**src/rtl/thcattus_uart_pkg.sv**
```systemverilog
// Shared constants for the thcattus UART receiver: parity modes, FSM state
// encoding, sideband (tuser) bit positions and the parity helper.
package thcattus_uart_pkg;

  localparam int PAR_NONE = 0;
  localparam int PAR_ODD  = 1;
  localparam int PAR_EVEN = 2;

  typedef enum logic [2:0] {
    ST_IDLE   = 3'd0,
    ST_START  = 3'd1,
    ST_DATA   = 3'd2,
    ST_PARITY = 3'd3,
    ST_STOP   = 3'd4
  } uart_state_e;

  localparam int TUSER_PAR = 0;
  localparam int TUSER_FRM = 1;
  localparam int TUSER_OVR = 2;

  // Parity bit a correct transmitter sends for this data byte.
  function automatic logic parity_bit(input int mode, input logic [7:0] d);
    return (mode == PAR_ODD) ? ~^d : ^d;
  endfunction

endpackage

```
**src/rtl/thcattus_uart_rx2_if.sv**
```systemverilog
// AXI-Stream style output bundle of the UART receiver.
// Handshake: a word transfers on a clock edge where axis_tvalid and
// axis_tready are both high; while axis_tvalid is high and axis_tready is low
// the master keeps tdata/tkeep/tlast/tuser stable. The master never waits
// for axis_tready before raising axis_tvalid.
interface thcattus_uart_rx2_if #(
  parameter int DATA_WIDTH = 4
);
  import thcattus_uart_pkg::*;

  logic                    axis_tvalid;
  logic                    axis_tready;
  logic [DATA_WIDTH*8-1:0] axis_tdata;
  logic [DATA_WIDTH-1:0]   axis_tkeep;
  logic                    axis_tlast;
  logic [2:0]              axis_tuser;

  modport master (
    output axis_tvalid, axis_tdata, axis_tkeep, axis_tlast, axis_tuser,
    input  axis_tready
  );

  modport slave (
    input  axis_tvalid, axis_tdata, axis_tkeep, axis_tlast, axis_tuser,
    output axis_tready
  );

endinterface

```
**src/rtl/thcattus_uart_baud_tick.sv**
```systemverilog
// Oversampling tick generator: one-cycle tick every DIV clocks. A restart
// zeroes the phase so the first tick lands DIV clocks after the start edge.
module thcattus_uart_baud_tick
  import thcattus_uart_pkg::*;
#(
  parameter int DIV = 2
) (
  input  logic axis_aclk,
  input  logic axis_arestn,
  input  logic restart,
  output logic tick
);

  localparam int CW = (DIV > 2) ? $clog2(DIV) : 1;
  localparam logic [CW-1:0] CNT_MAX = CW'(DIV - 1);

  logic [CW-1:0] cnt;

  // Phase counter, wraps at DIV-1 or restarts on a start edge.
  always_ff @(posedge axis_aclk or negedge axis_arestn) begin
    if (!axis_arestn)                   cnt <= '0;
    else if (restart || cnt == CNT_MAX) cnt <= '0;
    else                                cnt <= cnt + 1'b1;
  end

  assign tick = !restart && (cnt == CNT_MAX);

endmodule

```
**src/rtl/thcattus_uart_rx2.sv**
```systemverilog
// UART receiver packing bytes into DATA_WIDTH-byte stream words with
// per-word error flags, idle-timeout flushing and overrun reporting.
module thcattus_uart_rx2
  import thcattus_uart_pkg::*;
#(
  parameter int DATA_WIDTH   = 4,
  parameter int CLOCK_FREQ   = 50_000_000,
  parameter int BAUD_RATE    = 115200,
  parameter int OVERSAMPLE   = 16,
  parameter int PARITY       = 0,
  parameter int STOP_BITS    = 1,
  parameter int IDLE_TIMEOUT = 0
) (
  input  logic                       axis_aclk,
  input  logic                       axis_arestn,
  input  logic                       uart_rx,
  thcattus_uart_rx2_if.master        m_axis,
  output uart_state_e                dbg_state
);

  localparam int DIV = CLOCK_FREQ / (BAUD_RATE * OVERSAMPLE);
  localparam int SW  = $clog2(OVERSAMPLE);
  localparam int AW  = $clog2(DATA_WIDTH + 1);
  localparam logic [SW-1:0] S_EARLY  = SW'(OVERSAMPLE / 2 - 1);
  localparam logic [SW-1:0] S_CENTER = SW'(OVERSAMPLE / 2);
  localparam logic [SW-1:0] S_MID    = SW'(OVERSAMPLE / 2 + 1);
  localparam logic [SW-1:0] S_LAST   = SW'(OVERSAMPLE - 1);
  localparam logic          STOP_LAST = 1'(STOP_BITS - 1);
  localparam logic [AW-1:0] FULL     = AW'(DATA_WIDTH);
  localparam logic [31:0]   IDLE_TO  = 32'(IDLE_TIMEOUT);
  localparam logic          TO_EN    = (IDLE_TIMEOUT > 0);

  if (DIV < 2) begin : g_bad_div
    $error("thcattus_uart_rx2: CLOCK_FREQ/(BAUD_RATE*OVERSAMPLE) must be at least 2");
  end

  uart_state_e   state, state_d;
  logic [1:0]    rx_sync;
  logic          rx_d, rx_s, fall, restart, tick, maj, byte_done, frm_now;
  logic [SW-1:0] s_cnt;
  logic [1:0]    samp;
  logic [7:0]    shreg;
  logic [2:0]    bit_cnt;
  logic          stop_cnt, par_err, frm_err;
  logic [DATA_WIDTH*8-1:0] asm_data;
  logic [AW-1:0] asm_cnt;
  logic          asm_par, asm_frm, ovr_pending;
  logic [31:0]   idle_cnt;
  logic          word_full, flush, xfer, out_free;
  logic [DATA_WIDTH-1:0] keep_n;
  logic [2:0]    tuser_n;

  thcattus_uart_baud_tick #(.DIV(DIV)) u_tick (
    .axis_aclk  (axis_aclk),
    .axis_arestn(axis_arestn),
    .restart    (restart),
    .tick       (tick)
  );

  // Two-flop synchronizer plus one delay flop for falling-edge detection.
  always_ff @(posedge axis_aclk or negedge axis_arestn) begin
    if (!axis_arestn) begin
      rx_sync <= 2'b11;
      rx_d    <= 1'b1;
    end else begin
      rx_sync <= {rx_sync[0], uart_rx};
      rx_d    <= rx_sync[1];
    end
  end

  assign rx_s = rx_sync[1];
  assign fall = rx_d & ~rx_s;
  // Majority of the three centre samples; the third is the live one.
  assign maj  = (samp[1] & samp[0]) | (samp[1] & rx_s) | (samp[0] & rx_s);
  assign frm_now = frm_err | ~maj;

  // State register.
  always_ff @(posedge axis_aclk or negedge axis_arestn) begin
    if (!axis_arestn) state <= ST_IDLE;
    else              state <= state_d;
  end

  // Next state; bits are judged at the centre sample, states advance at bit end
  // except the last stop bit, which releases to IDLE at its centre.
  always_comb begin
    state_d   = state;
    restart   = 1'b0;
    byte_done = 1'b0;
    case (state)
      ST_IDLE: if (fall) begin
        restart = 1'b1;
        state_d = ST_START;
      end
      ST_START: begin
        if (tick && s_cnt == S_MID && maj)  state_d = ST_IDLE;
        else if (tick && s_cnt == S_LAST)   state_d = ST_DATA;
      end
      ST_DATA: if (tick && s_cnt == S_LAST && bit_cnt == 3'd7)
        state_d = (PARITY == PAR_NONE) ? ST_STOP : ST_PARITY;
      ST_PARITY: if (tick && s_cnt == S_LAST) state_d = ST_STOP;
      ST_STOP: if (tick && s_cnt == S_MID && stop_cnt == STOP_LAST) begin
        state_d   = ST_IDLE;
        byte_done = 1'b1;
      end
      default: state_d = ST_IDLE;
    endcase
  end

  // Per-frame sampling, shift register and error capture.
  always_ff @(posedge axis_aclk or negedge axis_arestn) begin
    if (!axis_arestn) begin
      s_cnt <= '0; samp <= '0; shreg <= '0; bit_cnt <= '0;
      stop_cnt <= 1'b0; par_err <= 1'b0; frm_err <= 1'b0;
    end else if (restart) begin
      s_cnt <= '0; bit_cnt <= '0;
      stop_cnt <= 1'b0; par_err <= 1'b0; frm_err <= 1'b0;
    end else if (tick) begin
      s_cnt <= s_cnt + 1'b1;
      if (s_cnt == S_EARLY || s_cnt == S_CENTER) samp <= {samp[0], rx_s};
      if (s_cnt == S_MID) begin
        case (state)
          ST_DATA:   shreg <= {maj, shreg[7:1]};
          ST_PARITY: if (maj != parity_bit(PARITY, shreg)) par_err <= 1'b1;
          ST_STOP:   if (!maj) frm_err <= 1'b1;
          default:   ;
        endcase
      end
      if (s_cnt == S_LAST) begin
        if (state == ST_DATA) bit_cnt  <= bit_cnt + 1'b1;
        if (state == ST_STOP) stop_cnt <= stop_cnt + 1'b1;
      end
    end
  end

  assign word_full = (asm_cnt == FULL);
  assign flush     = TO_EN && (idle_cnt == IDLE_TO) && (asm_cnt != '0);
  assign xfer      = word_full || flush;
  assign out_free  = !m_axis.axis_tvalid || m_axis.axis_tready;

  // Idle bit-time counter, saturating; any start edge or transfer clears it.
  always_ff @(posedge axis_aclk or negedge axis_arestn) begin
    if (!axis_arestn)                 idle_cnt <= '0;
    else if (restart || xfer)         idle_cnt <= '0;
    else if (state == ST_IDLE && tick && s_cnt == S_LAST && idle_cnt != IDLE_TO)
      idle_cnt <= idle_cnt + 1'b1;
  end

  // Byte assembler; a transfer empties it whether the word loads or drops.
  always_ff @(posedge axis_aclk or negedge axis_arestn) begin
    if (!axis_arestn) begin
      asm_data <= '0; asm_cnt <= '0; asm_par <= 1'b0; asm_frm <= 1'b0;
      ovr_pending <= 1'b0;
    end else if (xfer) begin
      asm_data <= '0; asm_cnt <= '0; asm_par <= 1'b0; asm_frm <= 1'b0;
      ovr_pending <= !out_free;
    end else if (byte_done) begin
      asm_data[int'(asm_cnt)*8 +: 8] <= shreg;
      asm_cnt <= asm_cnt + 1'b1;
      asm_par <= asm_par | par_err;
      asm_frm <= asm_frm | frm_now;
    end
  end

  // Keep mask for the bytes held and the sideband flags of the word.
  always_comb begin
    keep_n = '0;
    for (int i = 0; i < DATA_WIDTH; i++) keep_n[i] = (AW'(i) < asm_cnt);
    tuser_n = '0;
    tuser_n[TUSER_PAR] = asm_par;
    tuser_n[TUSER_FRM] = asm_frm;
    tuser_n[TUSER_OVR] = ovr_pending;
  end

  // Output register: loads when free or being accepted, else holds.
  always_ff @(posedge axis_aclk or negedge axis_arestn) begin
    if (!axis_arestn) begin
      m_axis.axis_tvalid <= 1'b0;
      m_axis.axis_tdata  <= '0;
      m_axis.axis_tkeep  <= '0;
      m_axis.axis_tlast  <= 1'b0;
      m_axis.axis_tuser  <= '0;
    end else if (xfer && out_free) begin
      m_axis.axis_tvalid <= 1'b1;
      m_axis.axis_tdata  <= asm_data;
      m_axis.axis_tkeep  <= keep_n;
      m_axis.axis_tlast  <= !word_full;
      m_axis.axis_tuser  <= tuser_n;
    end else if (m_axis.axis_tready) begin
      m_axis.axis_tvalid <= 1'b0;
    end
  end

  assign dbg_state = state;

endmodule

```
**src/flat_wrapper.sv**
```systemverilog
// flat-port wrapper written by rule: the top's interface ports become plain ports
module thcattus_uart_rx2_flat import thcattus_uart_pkg::*;
#(
  parameter int DATA_WIDTH   = 4,
  parameter int CLOCK_FREQ   = 50_000_000,
  parameter int BAUD_RATE    = 115200,
  parameter int OVERSAMPLE   = 16,
  parameter int PARITY       = 0,
  parameter int STOP_BITS    = 1,
  parameter int IDLE_TIMEOUT = 0
)
  (axis_aclk, axis_arestn, uart_rx, dbg_state, m_axis_axis_tvalid, m_axis_axis_tdata, m_axis_axis_tkeep, m_axis_axis_tlast, m_axis_axis_tuser, m_axis_axis_tready);
  thcattus_uart_rx2_if #(.DATA_WIDTH(DATA_WIDTH)) m_axis_i ();
  input  logic axis_aclk;
  input  logic axis_arestn;
  input  logic uart_rx;
  output uart_state_e dbg_state;
  output wire logic [$bits(m_axis_i.axis_tvalid)-1:0] m_axis_axis_tvalid;
  output wire logic [$bits(m_axis_i.axis_tdata)-1:0] m_axis_axis_tdata;
  output wire logic [$bits(m_axis_i.axis_tkeep)-1:0] m_axis_axis_tkeep;
  output wire logic [$bits(m_axis_i.axis_tlast)-1:0] m_axis_axis_tlast;
  output wire logic [$bits(m_axis_i.axis_tuser)-1:0] m_axis_axis_tuser;
  input wire logic [$bits(m_axis_i.axis_tready)-1:0] m_axis_axis_tready;
  assign m_axis_axis_tvalid = m_axis_i.axis_tvalid;
  assign m_axis_axis_tdata = m_axis_i.axis_tdata;
  assign m_axis_axis_tkeep = m_axis_i.axis_tkeep;
  assign m_axis_axis_tlast = m_axis_i.axis_tlast;
  assign m_axis_axis_tuser = m_axis_i.axis_tuser;
  assign m_axis_i.axis_tready = m_axis_axis_tready;
  thcattus_uart_rx2 #(.DATA_WIDTH(DATA_WIDTH), .CLOCK_FREQ(CLOCK_FREQ), .BAUD_RATE(BAUD_RATE), .OVERSAMPLE(OVERSAMPLE), .PARITY(PARITY), .STOP_BITS(STOP_BITS), .IDLE_TIMEOUT(IDLE_TIMEOUT)) u_core (.axis_aclk(axis_aclk), .axis_arestn(axis_arestn), .uart_rx(uart_rx), .m_axis(m_axis_i), .dbg_state(dbg_state));
endmodule
```
**config.mk**
```make
export PLATFORM = sky130hd
export DESIGN_NAME = thcattus_uart_rx2_flat
export DESIGN_NICKNAME = d
export VERILOG_FILES = /design/src/rtl/thcattus_uart_pkg.sv /design/src/rtl/thcattus_uart_rx2_if.sv /design/src/rtl/thcattus_uart_baud_tick.sv /design/src/rtl/thcattus_uart_rx2.sv /design/src/flat_wrapper.sv
export SDC_FILE = /design/constraint.sdc
export NUM_CORES = 1
export LEC_CHECK = 0
export BUFFER_PORTS_ARGS = -buffer_cell sky130_fd_sc_hd__buf_2
export CAP_MARGIN = 5
export CORE_MARGIN = 5
export CORE_UTILIZATION = 50
export DETAILED_ROUTE_END_ITERATION = 12
export PLACE_DENSITY = 0.69
export SYNTH_ARGS = -nofsm -noshare
export SYNTH_HDL_FRONTEND = slang
export SYNTH_SLANG_ARGS = --single-unit
export TNS_END_PERCENT = 50
```
**constraint.sdc**
```tcl
create_clock -name axis_aclk -period 3.82 [get_ports axis_aclk]
set_clock_uncertainty 0.15 [all_clocks]
set_input_delay 0.764 -clock axis_aclk [delete_from_list [all_inputs] [get_ports axis_aclk]]
set_output_delay 0.764 -clock axis_aclk [all_outputs]
set_load 0.01 [all_outputs]
```
# Word-level counts from Yosys, hierarchy flattened
# Cells that the tools add are included.
[op_classes]
mux = 43
reduce_logical = 32
n_eq_ne = 18
shift = 2
order_cmp = 4
n_addsub = 6
n_bitwise = 13
[ops]
columns = ["operator", "n"]
rows = [
  ["$mux 32", 2],
  ["$mux 3", 12],
  ["$neg 6->33", 1],
  ["$shift 8x33->32 const A", 1],
  ["$shiftx 8x33->32", 1],
  ["$bwmux 32", 1],
  ["$mux 1", 24],
  ["$reduce_bool 2->1", 9],
  ["$pmux 3 s5", 1],
  ["$eq 4x4->1 const B", 3],
  ["$reduce_and 4->1", 3],
  ["$eq 3x3->1 const B", 3],
  ["$reduce_and 3->1", 3],
  ["$mux 4", 2],
  ["$ne 2x1->1 const B", 4],
  ["$reduce_xor 8->1", 1],
  ["$logic_and 1x1->1", 7],
  ["$add 3x1->3 const B", 2],
  ["$eq 3x2->1 const B", 2],
  ["$lt 1x3->1 const A", 2],
  ["$lt 2x3->1 const A", 2],
  ["$add 5x1->5 const B", 1],
  ["$eq 5x5->1 const B", 1],
  ["$mux 5", 1],
  ["14 further kinds", 29],
]
[totals]
register_bits = 110
in_bits = 4
elab_cells = 139
out_inout_bits = 44

# Depth between registers and ports, before layout
[depth]
ltp_word = 12
ltp_mapped = 9
mapped_depth_nobuf = 7

# Cells and area by module
# From an unflattened synthesis, not the netlist that was laid out.
[hier_totals]
hier_cells = 373
area_unflattened_um2 = 4685.7
[modules_own_cells]
columns = ["module", "cells_per_inst", "seq_area_each_um2", "area_per_inst_um2", "n_inst"]
rows = [
  ["thcattus_uart_rx2", 350, 2631.3, 4410.5, 1],
  ["thcattus_uart_baud_tick", 23, 125.1, 275.3, 1],
]

# Worst setup path after synthesis
# No wires, ideal clock.
[synth_path]
kind = "register to register"
startpoint = "reg u_core.asm_cnt[0]"
endpoint = "reg u_core.m_axis.axis_tdata[0]"
required_ps = 3545
period_less_slack_ps = 2362
setup_ps = 125
n_path_buf = 2
t_arrival_ps = 2088
path_stages_with_launch = 8
path_slack_ps = 1458
path_cell_list = "dfrtp_1 > inv_1 > ha_1 > ha_1 > clkbuf_1 > nand2_1 > clkbuf_1 > mux2_2"
[synth_between]
elab_chain_cells = 2
[synth_rtl]
columns = ["element", "line", "text"]
rows = [
  ["start: declaration", "thcattus_uart_rx2.sv:46", "logic [AW-1:0] asm_cnt;"],
  ["start signal: assignment", "thcattus_uart_rx2.sv:158", "asm_cnt <= asm_cnt + 1'b1;"],
  ["$eq 3x3->1", "thcattus_uart_rx2.sv:135", "assign word_full = (asm_cnt == FULL);"],
  ["$logic_and 1x1->1", "thcattus_uart_rx2.sv:182", "end else if (xfer && out_free) begin"],
  ["end signal: assignment", "thcattus_uart_rx2.sv:184", "m_axis.axis_tdata <= asm_data;"],
  ["end: declaration", "thcattus_uart_rx2_if.sv:19", "output axis_tvalid, axis_tdata, axis_tkeep, axis_tlast, axis_tuser,"],
]
# Every way passes these cells.
# A chain may end at the register's enable or synchronous reset.

# Worst setup path in the final report
[layout_path]
startpoint = "reg u_core.asm_cnt[0]"
endpoint = "reg u_core.asm_data[18]"
[layout_between]
elab_chain_cells = 5
elab_cells_between_ends = 8
cone_classes = "add/sub (1); eq/ne (1); shift (2); mux (3); reduce/logical (1)"
[layout_rtl]
columns = ["element", "line", "text"]
rows = [
  ["$neg 6->33", "thcattus_uart_rx2.sv:157", "asm_data[int'(asm_cnt)*8 +: 8] <= shreg;"],
  ["$shiftx 8x33->32 / $shift 8x33->32 (equally long branches)", "thcattus_uart_rx2.sv:157", ""],
  ["$bwmux 32", "thcattus_uart_rx2.sv:157", ""],
  ["$mux 32", "thcattus_uart_rx2.sv:156", "end else if (byte_done) begin"],
  ["$mux 32", "thcattus_uart_rx2.sv:153", "end else if (xfer) begin"],
  ["end signal: indexed assignment", "thcattus_uart_rx2.sv:157", ""],
  ["end: declaration", "thcattus_uart_rx2.sv:45", "logic [DATA_WIDTH*8-1:0] asm_data;"],
]
# Parallel ways exist; a longest one is shown, timed or not. The select of a mux whose other input is x is not followed.

==> impl_metrics.env <==
export IMPL_crit_required_ps=3950
export IMPL_netlist_instances=405
export IMPL_placed_area_sq_um=5055
export IMPL_cts_buffers_inserted=9
export IMPL_synth_fp_nets=423
export IMPL_p_leak_nw=2.590
export IMPL_critPathSlowestCell="nor3b_1"
export IMPL_die_w_microns=107.2
export IMPL_initial_core_util_pct=51.10
export IMPL_fp_row_count=35
export IMPL_ys_seq_area_share_pct=58.37
export IMPL_slew_violations=0
export IMPL_grt_max_degree=90
export IMPL_diodes=0
export IMPL_cp_arrival_ps=3070
export IMPL_drcViolationCount=0
export IMPL_most_common_layout_cells="dfrtp_1 (107), nand2_1 (63), buf_2 (46)"
export IMPL_io_pins=48
export IMPL_vias_per_cell=5.174
export IMPL_dieArea_sq_um=11490
export IMPL_synth_seq_cells=110
export IMPL_clk_pin_slew_worst_paths_ps=100
export IMPL_start_kind="flip-flop"
export IMPL_cp_cell_sequence="inv_1 -> ha_1 -> ha_1 -> nor2b_1 -> nor3b_1 -> nand2_1 -> o21ai_0"
export IMPL_ys_warnings_count=0
export IMPL_fin_area_sq_um=5258
export IMPL_max_stage_delay_ps=740
export IMPL_finalWorstSetupSlack_ps=881.6
export IMPL_max_cap_viol_count=0
export IMPL_setup_tns_final_ps=0
export IMPL_first_pass_iters=4
export IMPL_ir_drop_v=0.0002339
export IMPL_place_ws_ps=930.4
export IMPL_synth_cell_types=41
export IMPL_crit_type="reg2reg"
export IMPL_critPathTopFamily="simple AND/OR/NAND/NOR gates"
export IMPL_area_growth_pct=11.34
export IMPL_clockBufferDepth=2
export IMPL_cts_resized=0
export IMPL_hpwl_microns=5926
export IMPL_finalHoldViolations=0
export IMPL_nets=465
export IMPL_max_freq_mhz=340.3
export IMPL_overflow=0
export IMPL_ys_flop_type="dfrtp_1"
export IMPL_tightest_slew_ps=1088
export IMPL_vias=3006
export IMPL_cts_root_buf="clkbuf_8"
export IMPL_max_slew_margin_pct=27.50
export IMPL_io_buffers=47
export IMPL_core_area_sq_um=9240
export IMPL_synth_edf_count=0
export IMPL_hold_slack_ps=212.5
export IMPL_clock_sinks=110
export IMPL_power_density_nw_per_um2=396.8
export IMPL_synth_avg_cell_area_sq_um=11.66
export IMPL_grt_pass1_vias=3012
export IMPL_track_usage_pct=16.21
export IMPL_h_tree_depth=3
export IMPL_detail_route_wl_per_cell_microns=14.78
export IMPL_crit_path_end_kind="flip-flop"
export IMPL_netlist_area_sq_um=4722
export IMPL_async_reset_ff_share_pct=100.0
export IMPL_cts_setup_buffers=0
export IMPL_drive_gt1_share_pct=25.88
export IMPL_fin_crit_sh_pct=76.92
export IMPL_cts_tree="built"
export IMPL_cp_max_fo=28
export IMPL_critical_path_most_common_cell="ha_1"
export IMPL_status="finished, final reports clean"
export IMPL_final_antenna_net_count=0
export IMPL_grt_pass1_wl_microns=14890
export IMPL_setup_viol=0
export IMPL_antenna_found_initial=0
export IMPL_wl_microns=8586
export IMPL_finalWorstPathRequiredPeriod_ps=2938
export IMPL_clk_latency_ps=370
export IMPL_place_congestion=0.8045
export IMPL_mostFrequentLayoutCell="dfrtp_1"
export IMPL_drt_iter0_markers=64
export IMPL_rsz0062_at_grt="false"
export IMPL_postCtsHoldBufs=0
export IMPL_die_height_microns=107.2
export IMPL_min_path_type="reg2reg"
export IMPL_path_buf_inv=1
[layout make-up]
type / instances / area (sq um)
Clock buffer: 9 / 123.9
Clock inverter: 7 / 78.83
Fill cell: 789 / 3983
Inverter: 7 / 26.28
Multi-Input combinational cell: 269 / 1851
Sequential cell: 110 / 2756
Tap cell: 129 / 161.4
Timing Repair Buffer: 50 / 260.3
[path summary, 6_finish.rpt]
kind	start	end	slack [ps]	cells past startpoint
max	u_core.asm_cnt[0]	u_core.asm_data[18]	880	7
min	u_core.rx_sync[0]	u_core.rx_sync[1]	210	0
max reg2reg	u_core.asm_cnt[0]	u_core.asm_data[18]	880	7
min reg2reg	u_core.rx_sync[0]	u_core.rx_sync[1]	210	0
max in group asynchronous	axis_arestn	u_core.m_axis.axis_tuser[2]	2290	2
min in group asynchronous	axis_arestn	u_core.m_axis.axis_tlast	420	1
[cells in the mapped netlist, types with 6 or more instances]
master | instances | share of area, %
dfrtp_1 | 107 | 57
mux2_2 | 43 | 10
nand2_1 | 64 | 5.1
inv_1 | 7 | 0.56
nor2_1 | 22 | 1.7
xnor2_1 | 11 | 2.0
clkbuf_1 | 10 | 0.79
nand3_1 | 6 | 0.64
o21ai_0 | 42 | 4.5
nand3b_1 | 19 | 3.0
ha_1 | 14 | 3.7
a21oi_1 | 6 | 0.64
[layer usage]
| layer | GRT usage [%] | share of wire [%] | up-vias |
|---|---|---|---|
| li1 | - | - | 1468 |
| met1 | 21.29 | 46 | 1473 |
| met2 | 26.18 | 48 | 47 |
| met3 | 3.131 | 4.0 | 18 |
| met4 | 7.032 | 1.9 | 0 |
| met5 | 0 | 0 | - |
[power by group]
group | internal (W) | switching (W) | total (W)
registers | 0.00120 | 0.0000437 | 0.00125
clock network | 0.000312 | 0.000399 | 0.000710
logic | 0.0000551 | 0.0000753 | 0.000130
[cell families after synthesis]
kind of cell    after synthesis  synth area share, %
fa+ha+maj                    14                3.710
buf+inv                      26                2.491
simple gates                137                15.02
compound gates               56                6.253
xor+xnor                     16                3.259
mux                          46                10.89
flops                       110                58.37
[through the flow]
step	total power, W	instances	utilization, %
after floorplan	0.001349	405	-
after global placement	0.001393	565	54.71
after detailed placement	0.001402	565	54.71
after CTS	0.002112	581	56.90
after global routing	0.002186	581	56.90
final	0.002086	581	56.90
[state kept, by name, summed over array words and instances, names as in the netlist, 2 cells and up]
signal                    flops
u_core.asm_data              32
u_core.m_axis.axis_tuser      3
u_core.bit_cnt                3
u_core.dbg_state              3
u_core.s_cnt                  4
u_core.m_axis.axis_tdata     32
u_core.m_axis.axis_tkeep      4
u_core.samp                   2
u_core.asm_cnt                3
u_core.u_tick.cnt             5
u_core.shreg                  8
u_core.rx_sync                2
No activity file was read; power rests on OpenSTA's default activity.
